--- config.mk ---
export PLATFORM = sky130hd
export DESIGN_NAME = clk_divide_multi_flat
export DESIGN_NICKNAME = d
export VERILOG_FILES = /design/src/rtl/clk_divide_multi_if.sv /design/src/rtl/clk_divide_multi.sv /design/src/flat_wrapper.sv
export SDC_FILE = /design/constraint.sdc
export NUM_CORES = 1
export LEC_CHECK = 0
export BUFFER_PORTS_ARGS = -buffer_cell sky130_fd_sc_hd__buf_2
export CAP_MARGIN = 10
export CELL_PAD_IN_SITES_DETAIL_PLACEMENT = 0
export CELL_PAD_IN_SITES_GLOBAL_PLACEMENT = 1
export CORE_AREA = 10 10 145 120
export DETAILED_ROUTE_END_ITERATION = 10
export DIE_AREA = 0 0 155 130
export GPL_TIMING_DRIVEN = 0
export MAX_ROUTING_LAYER = met4
export PLACE_DENSITY = 0.73
export SYNTH_ARGS = -nofsm -noshare
export SYNTH_HDL_FRONTEND = slang
export SYNTH_SLANG_ARGS = --single-unit
--- constraint.sdc ---
create_clock -name i_clk -period 2.94 [get_ports i_clk]
set_input_delay 0.441 -clock i_clk [delete_from_list [all_inputs] [get_ports i_clk]]
set_output_delay 0.441 -clock i_clk [all_outputs]
set_load 0.02 [all_outputs]
--- src/rtl/clk_divide_multi_if.sv ---
// Control and output bundle for clk_divide_multi: run enables, divisor write port and divided outputs.
// i_sync is present only when CLK_DIV_SYNC_EN is defined.
interface clk_divide_multi_if #(
  parameter int NUM_CH    = 4,
  parameter int DIV_WIDTH = 8
);
  localparam int CH_W = (NUM_CH > 1) ? $clog2(NUM_CH) : 1;

  logic [NUM_CH-1:0]    i_en;
  logic                 i_wr_en;
  logic [CH_W-1:0]      i_wr_ch;
  logic [DIV_WIDTH-1:0] i_wr_div;
`ifdef CLK_DIV_SYNC_EN
  logic                 i_sync;
`endif
  logic [NUM_CH-1:0]    o_clk_out;
  logic [NUM_CH-1:0]    o_tick;

`ifdef CLK_DIV_SYNC_EN
  modport master (
    output i_en, i_wr_en, i_wr_ch, i_wr_div, i_sync,
    input  o_clk_out, o_tick
  );
  modport slave (
    input  i_en, i_wr_en, i_wr_ch, i_wr_div, i_sync,
    output o_clk_out, o_tick
  );
`else
  modport master (
    output i_en, i_wr_en, i_wr_ch, i_wr_div,
    input  o_clk_out, o_tick
  );
  modport slave (
    input  i_en, i_wr_en, i_wr_ch, i_wr_div,
    output o_clk_out, o_tick
  );
`endif
endinterface

--- src/rtl/clk_divide_multi.sv ---
// NUM_CH runtime-programmable integer clock dividers with registered near-50% clocks and period ticks.
// Outputs are one edge after inputs; no backpressure. CLK_DIV_SYNC_EN adds a phase-align input.
module clk_divide_multi #(
  parameter int NUM_CH      = 4,
  parameter int DIV_WIDTH   = 8,
  parameter int DEFAULT_DIV = 8
) (
  input  logic                 i_clk,
  input  logic                 i_rst,
  clk_divide_multi_if.slave    io_bus
);
  localparam int                   CH_W    = (NUM_CH > 1) ? $clog2(NUM_CH) : 1;
  localparam logic [DIV_WIDTH-1:0] DIV_ONE = DIV_WIDTH'(1);
  localparam logic [DIV_WIDTH-1:0] DIV_TWO = DIV_WIDTH'(2);
  localparam logic [DIV_WIDTH-1:0] DIV_RST = DIV_WIDTH'(DEFAULT_DIV);

  logic [DIV_WIDTH-1:0] r_shadow [NUM_CH];
  logic [DIV_WIDTH-1:0] r_active [NUM_CH];
  logic [DIV_WIDTH-1:0] r_cnt    [NUM_CH];
  logic [NUM_CH-1:0]    r_run;
  logic [NUM_CH-1:0]    r_clk_out;
  logic [NUM_CH-1:0]    r_tick;

  logic [DIV_WIDTH-1:0] w_shadow_fwd [NUM_CH];
  logic [DIV_WIDTH-1:0] w_act_nxt    [NUM_CH];
  logic [DIV_WIDTH-1:0] w_cnt_nxt    [NUM_CH];
  logic [NUM_CH-1:0]    w_run_nxt;
  logic [NUM_CH-1:0]    w_clk_nxt;
  logic [NUM_CH-1:0]    w_tick_nxt;
  logic                 w_sync;

`ifdef CLK_DIV_SYNC_EN
  assign w_sync = io_bus.i_sync;
`else
  assign w_sync = 1'b0;
`endif

  always_comb begin
    for (int ch = 0; ch < NUM_CH; ch++) begin
      // A write in the same cycle as a reload lands in the new period immediately.
      w_shadow_fwd[ch] = (io_bus.i_wr_en && (io_bus.i_wr_ch == CH_W'(ch))) ?
                         io_bus.i_wr_div : r_shadow[ch];
      w_cnt_nxt[ch]    = '0;
      w_act_nxt[ch]    = w_shadow_fwd[ch];
      w_run_nxt[ch]    = 1'b0;

      if (io_bus.i_en[ch] && (r_active[ch] >= DIV_TWO)) begin
        w_run_nxt[ch] = 1'b1;
        if (w_sync || !r_run[ch] || (r_cnt[ch] == (r_active[ch] - DIV_ONE))) begin
          w_cnt_nxt[ch] = '0;
          w_act_nxt[ch] = w_shadow_fwd[ch];
        end else begin
          w_cnt_nxt[ch] = r_cnt[ch] + DIV_ONE;
          w_act_nxt[ch] = r_active[ch];
        end
      end

      // A reload to D<2 yields a low output and no tick; the channel idles next edge.
      w_clk_nxt[ch]  = w_run_nxt[ch] && (w_cnt_nxt[ch] < (w_act_nxt[ch] >> 1));
      w_tick_nxt[ch] = w_run_nxt[ch] && (w_cnt_nxt[ch] == '0) && (w_act_nxt[ch] >= DIV_TWO);
    end
  end

  always_ff @(posedge i_clk) begin
    if (i_rst) begin
      for (int ch = 0; ch < NUM_CH; ch++) begin
        r_shadow[ch] <= DIV_RST;
        r_active[ch] <= DIV_RST;
        r_cnt[ch]    <= '0;
      end
      r_run     <= '0;
      r_clk_out <= '0;
      r_tick    <= '0;
    end else begin
      for (int ch = 0; ch < NUM_CH; ch++) begin
        r_shadow[ch] <= w_shadow_fwd[ch];
        r_active[ch] <= w_act_nxt[ch];
        r_cnt[ch]    <= w_cnt_nxt[ch];
      end
      r_run     <= w_run_nxt;
      r_clk_out <= w_clk_nxt;
      r_tick    <= w_tick_nxt;
    end
  end

  assign io_bus.o_clk_out = r_clk_out;
  assign io_bus.o_tick    = r_tick;
endmodule

--- src/flat_wrapper.sv ---
// flat-port wrapper written by rule: the top's interface ports become plain ports
module clk_divide_multi_flat 
#(
  parameter int NUM_CH      = 4,
  parameter int DIV_WIDTH   = 8,
  parameter int DEFAULT_DIV = 8
)
  (i_clk, i_rst, io_bus_i_en, io_bus_i_wr_en, io_bus_i_wr_ch, io_bus_i_wr_div, io_bus_o_clk_out, io_bus_o_tick);
  clk_divide_multi_if #(.NUM_CH(NUM_CH), .DIV_WIDTH(DIV_WIDTH)) io_bus_i ();
  input  logic i_clk;
  input  logic i_rst;
  input wire logic [$bits(io_bus_i.i_en)-1:0] io_bus_i_en;
  input wire logic [$bits(io_bus_i.i_wr_en)-1:0] io_bus_i_wr_en;
  input wire logic [$bits(io_bus_i.i_wr_ch)-1:0] io_bus_i_wr_ch;
  input wire logic [$bits(io_bus_i.i_wr_div)-1:0] io_bus_i_wr_div;
  output wire logic [$bits(io_bus_i.o_clk_out)-1:0] io_bus_o_clk_out;
  output wire logic [$bits(io_bus_i.o_tick)-1:0] io_bus_o_tick;
  assign io_bus_i.i_en = io_bus_i_en;
  assign io_bus_i.i_wr_en = io_bus_i_wr_en;
  assign io_bus_i.i_wr_ch = io_bus_i_wr_ch;
  assign io_bus_i.i_wr_div = io_bus_i_wr_div;
  assign io_bus_o_clk_out = io_bus_i.o_clk_out;
  assign io_bus_o_tick = io_bus_i.o_tick;
  clk_divide_multi #(.NUM_CH(NUM_CH), .DIV_WIDTH(DIV_WIDTH), .DEFAULT_DIV(DEFAULT_DIV)) u_core (.i_clk(i_clk), .i_rst(i_rst), .io_bus(io_bus_i));
endmodule
==> reports/summary.txt <==
Buf/Inv on CP - 1
Worst VDD drop - 0.0003173 V
Synth area leaders - dfxtp_1 (35%), ha_1 (7.4%), nor2_1 (6.6%), mux2i_1 (5.6%), xnor2_1 (5.4%)
Area growth syn-to-layout - 21.09%
PnR worst setup slack - -0.3093 ns
global-route wire length before repair - 25.99 mm
Clock Skew - 0.007266 ns
Syn Nets - 750
Worst Setup Start Kind - register
Clock power frac - 0.367
Iteration-0 DRC Markers - 329
RSZ-0062 raised after global routing - yes
Worst-Margin Slew - 0.8331 ns
CP top delay family - simple AND/OR/NAND/NOR gates
share of layout cells above drive strength 1 - 0.2389
failing checks - negative setup slack
Mapped Area - 0.006122 mm²
FP Rows - 40
period utilisation layout - 1.105
CTS sink cnt - 108
Avg WL per Cell - 16.84 µm
Clk pin slew, worst setup/hold paths - 0.07 ns
Hold Crit Class - primary input to register
Netlist cell types - 58
final slew viol count - 0
Core ar. - 0.01466 mm²
later-pin clock latency in the skew report - 0.36 ns
maxcap violations - 0
Total Routed Length - 16.08 mm
pwr/cell area - 425.4 mW/mm²
Slew headroom - 0.4446
Post-synth top flop - dfxtp_1
antenna diode count - 0
vias in the first global route - 4,999
final hold vios - 0
Int Pwr - 2.307 mW
Post-synth ARST share - 0
Nets - 814
GR Util All Layers - 0.1641
FF+latch count, synth - 108
number of synthesized flops with an enable pin - 0
Synth Warn # - 0
sequential share of power - 0.491
combinational power share - 0.142
outcome - finished, violations left
CP cell instances - or4_4 -> or4_4 -> o21a_1 -> o311ai_4 -> buf_6 -> mux2i_4 -> ha_4 -> a21o_1 -> a21o_1 -> a21oi_2 -> nor2b_1 -> o21ai_1 -> o2111ai_1 -> nor2_1
Root Buffer - clkbuf_16
crit path kind - register to register
f_max - 0.3078 GHz
most frequent cells in the layout - nor2_1 (106), dfxtp_1 (92), xnor2_1 (37)
Max clock buf depth - 2
cell taking the most area after synthesis - dfxtp_1
Detail Placement HPWL - 11.65 mm
worst stage delay on the critical path - 0.54 ns
gr ovfl total - 0
Cells after Synth - 697
CTS H-tree depth - 3
Starting Density - 0.4175
final number of setup-violating endpoints - 3
WP data required - 3.24 ns
TritonCTS clock tree - done
Post-DRT Antenna Nets - 0
cts bufs inserted - 9
switching power total - 846.7 µW
Placed Area - 0.006511 mm²
Avg Inst Size Synth - 8.784 µm²
Yosys top cell area share - 0.3532
DRC - 0
post-route cell area - 0.007413 mm²
antenna violations before repair - 0
most common cell after layout, fill and taps aside - nor2_1
Initial DRT Pass Iterations - 4
switching share of power - 0.2685
Static Leakage - 2.939 nW
vias per cell - 5.342
Hold Buf Count CTS - 0
die extent in y - 130 µm
CP Data Arrival Time - 3.55 ns
Critical Path Sink Type - register
die area - 0.02015 mm²
gp weighted congestion - 0.8949
CP max-delay cell - or4_4
TNS Setup - -0.6409 ns
sequential fraction of the synthesis area - 0.3532
Setup WS pre-CTS - -0.5792 ns
Die W - 155 µm
largest net degree at the start of global routing - 17
Fillers - 1,392
minimum clock period - 3.249 ns
total number of vias - 5,102
IO Port Bufs - 24
Top Ports - 25
Max FO, Critical Path - 4
[flip-flops by register name, indices dropped and copies added, names as in the netlist]
register                 count
u_core.io_bus.o_clk_out      4
u_core.io_bus.o_tick         4
u_core.r_active             32
u_core.r_cnt                32
u_core.r_run                 4
u_core.r_shadow             32
[worst reg2reg max path: stages, from the launching register on]
cell	delay (ns)
dfxtp_4	0.35
or4_4	0.54
or4_4	0.50
o21a_1	0.21
o311ai_4	0.08
buf_6	0.17
mux2i_4	0.27
ha_4	0.23
a21o_1	0.15
a21o_1	0.16
a21oi_2	0.11
nor2b_1	0.05
o21ai_1	0.13
o2111ai_1	0.13
nor2_1	0.11
[repair_timing]
action,4_1_cts,5_1_grt
pin swaps,25,21
buffers inserted,18,12
resized for setup,55,40
gates cloned,1,1
setup endpoints to repair,4,4
[metrics by stage]
stage               cells  total power, mW  hold WS, ns    util
global placement      910            1.940       0.5153  0.4440
finish                955            3.153       0.4000  0.5055
floorplan             697            1.837       0.4716       -
global route          955            3.275       0.4250  0.5055
CTS                   944            3.142       0.3992  0.4881
detailed placement    910            1.949       0.5158  0.4440
[path summary, 6_finish.rpt]
kind | from | to | slack (ns) | cells past startpoint
setup reg to reg | u_core.r_active[1][4]$_SDFF_PP0_ | u_core.io_bus.o_clk_out[1]$_SDFF_PP0_ | -0.31 | 14
hold / removal | io_bus_i_en[1] | u_core.r_run[1]$_SDFF_PP0_ | 0.40 | 3
hold reg to reg | u_core.r_cnt[2][0]$_SDFF_PP0_ | u_core.r_cnt[2][0]$_SDFF_PP0_ | 0.53 | 1
setup / recovery | u_core.r_active[1][4]$_SDFF_PP0_ | u_core.io_bus.o_clk_out[1]$_SDFF_PP0_ | -0.31 | 14
[power groups by stage]
stage	combinational [mW]	sequential [mW]	clock [mW]
3_5_place_dp	0.367	1.58	0
4_1_cts	0.415	1.55	1.18
2_1_floorplan	0.258	1.58	0
6_report	0.447	1.55	1.16
3_3_place_gp	0.362	1.58	0
5_1_grt	0.490	1.55	1.23
[synthesized netlist by cell type, types with 10 or more instances]
master and instances:
dfxtp_1 108, nor2_1 108, xnor2_1 38, ha_1 36, mux2i_1 34, nand2_1 33, nor2b_1 32, xor2_1 31
mux2_2 28, nand3_1 23, inv_1 22, clkbuf_1 20, nor3_1 19, o21ai_0 19, a21oi_1 16, and3_1 10
nor4_1 10
[cell type report]
class | instances | area (µm²) | share of cell area
multi-input cells | 532 | 4044 | 0.5455
flip-flops and latches | 108 | 2205 | 0.2974
repair buffers | 56 | 365.4 | 0.04928
clock buffers | 12 | 246.5 | 0.03325
well taps | 189 | 236.5 | 0.03190
plain buffers | 32 | 210.2 | 0.02835
inverters | 22 | 82.58 | 0.01114
clock inverters | 4 | 23.77 | 0.003207
[layer usage]
metal	part of all wire	vias to the layer above	track usage
met3	0.023	19	0.02993
met4	0.014	0	0.04825
met5	0	-	-
li1	-	2551	-
met1	0.52	2459	0.2169
met2	0.45	73	0.2514
[cells by family after synthesis]
group | count (synthesis) | synth area share
mux | 62 | 0.1071
xor+xnor | 69 | 0.09871
buf+inv | 57 | 0.04373
flops | 108 | 0.3532
fa+ha+maj | 36 | 0.07357
compound gates | 87 | 0.09994
simple gates | 278 | 0.2238
(Power assumes the default switching activity.)
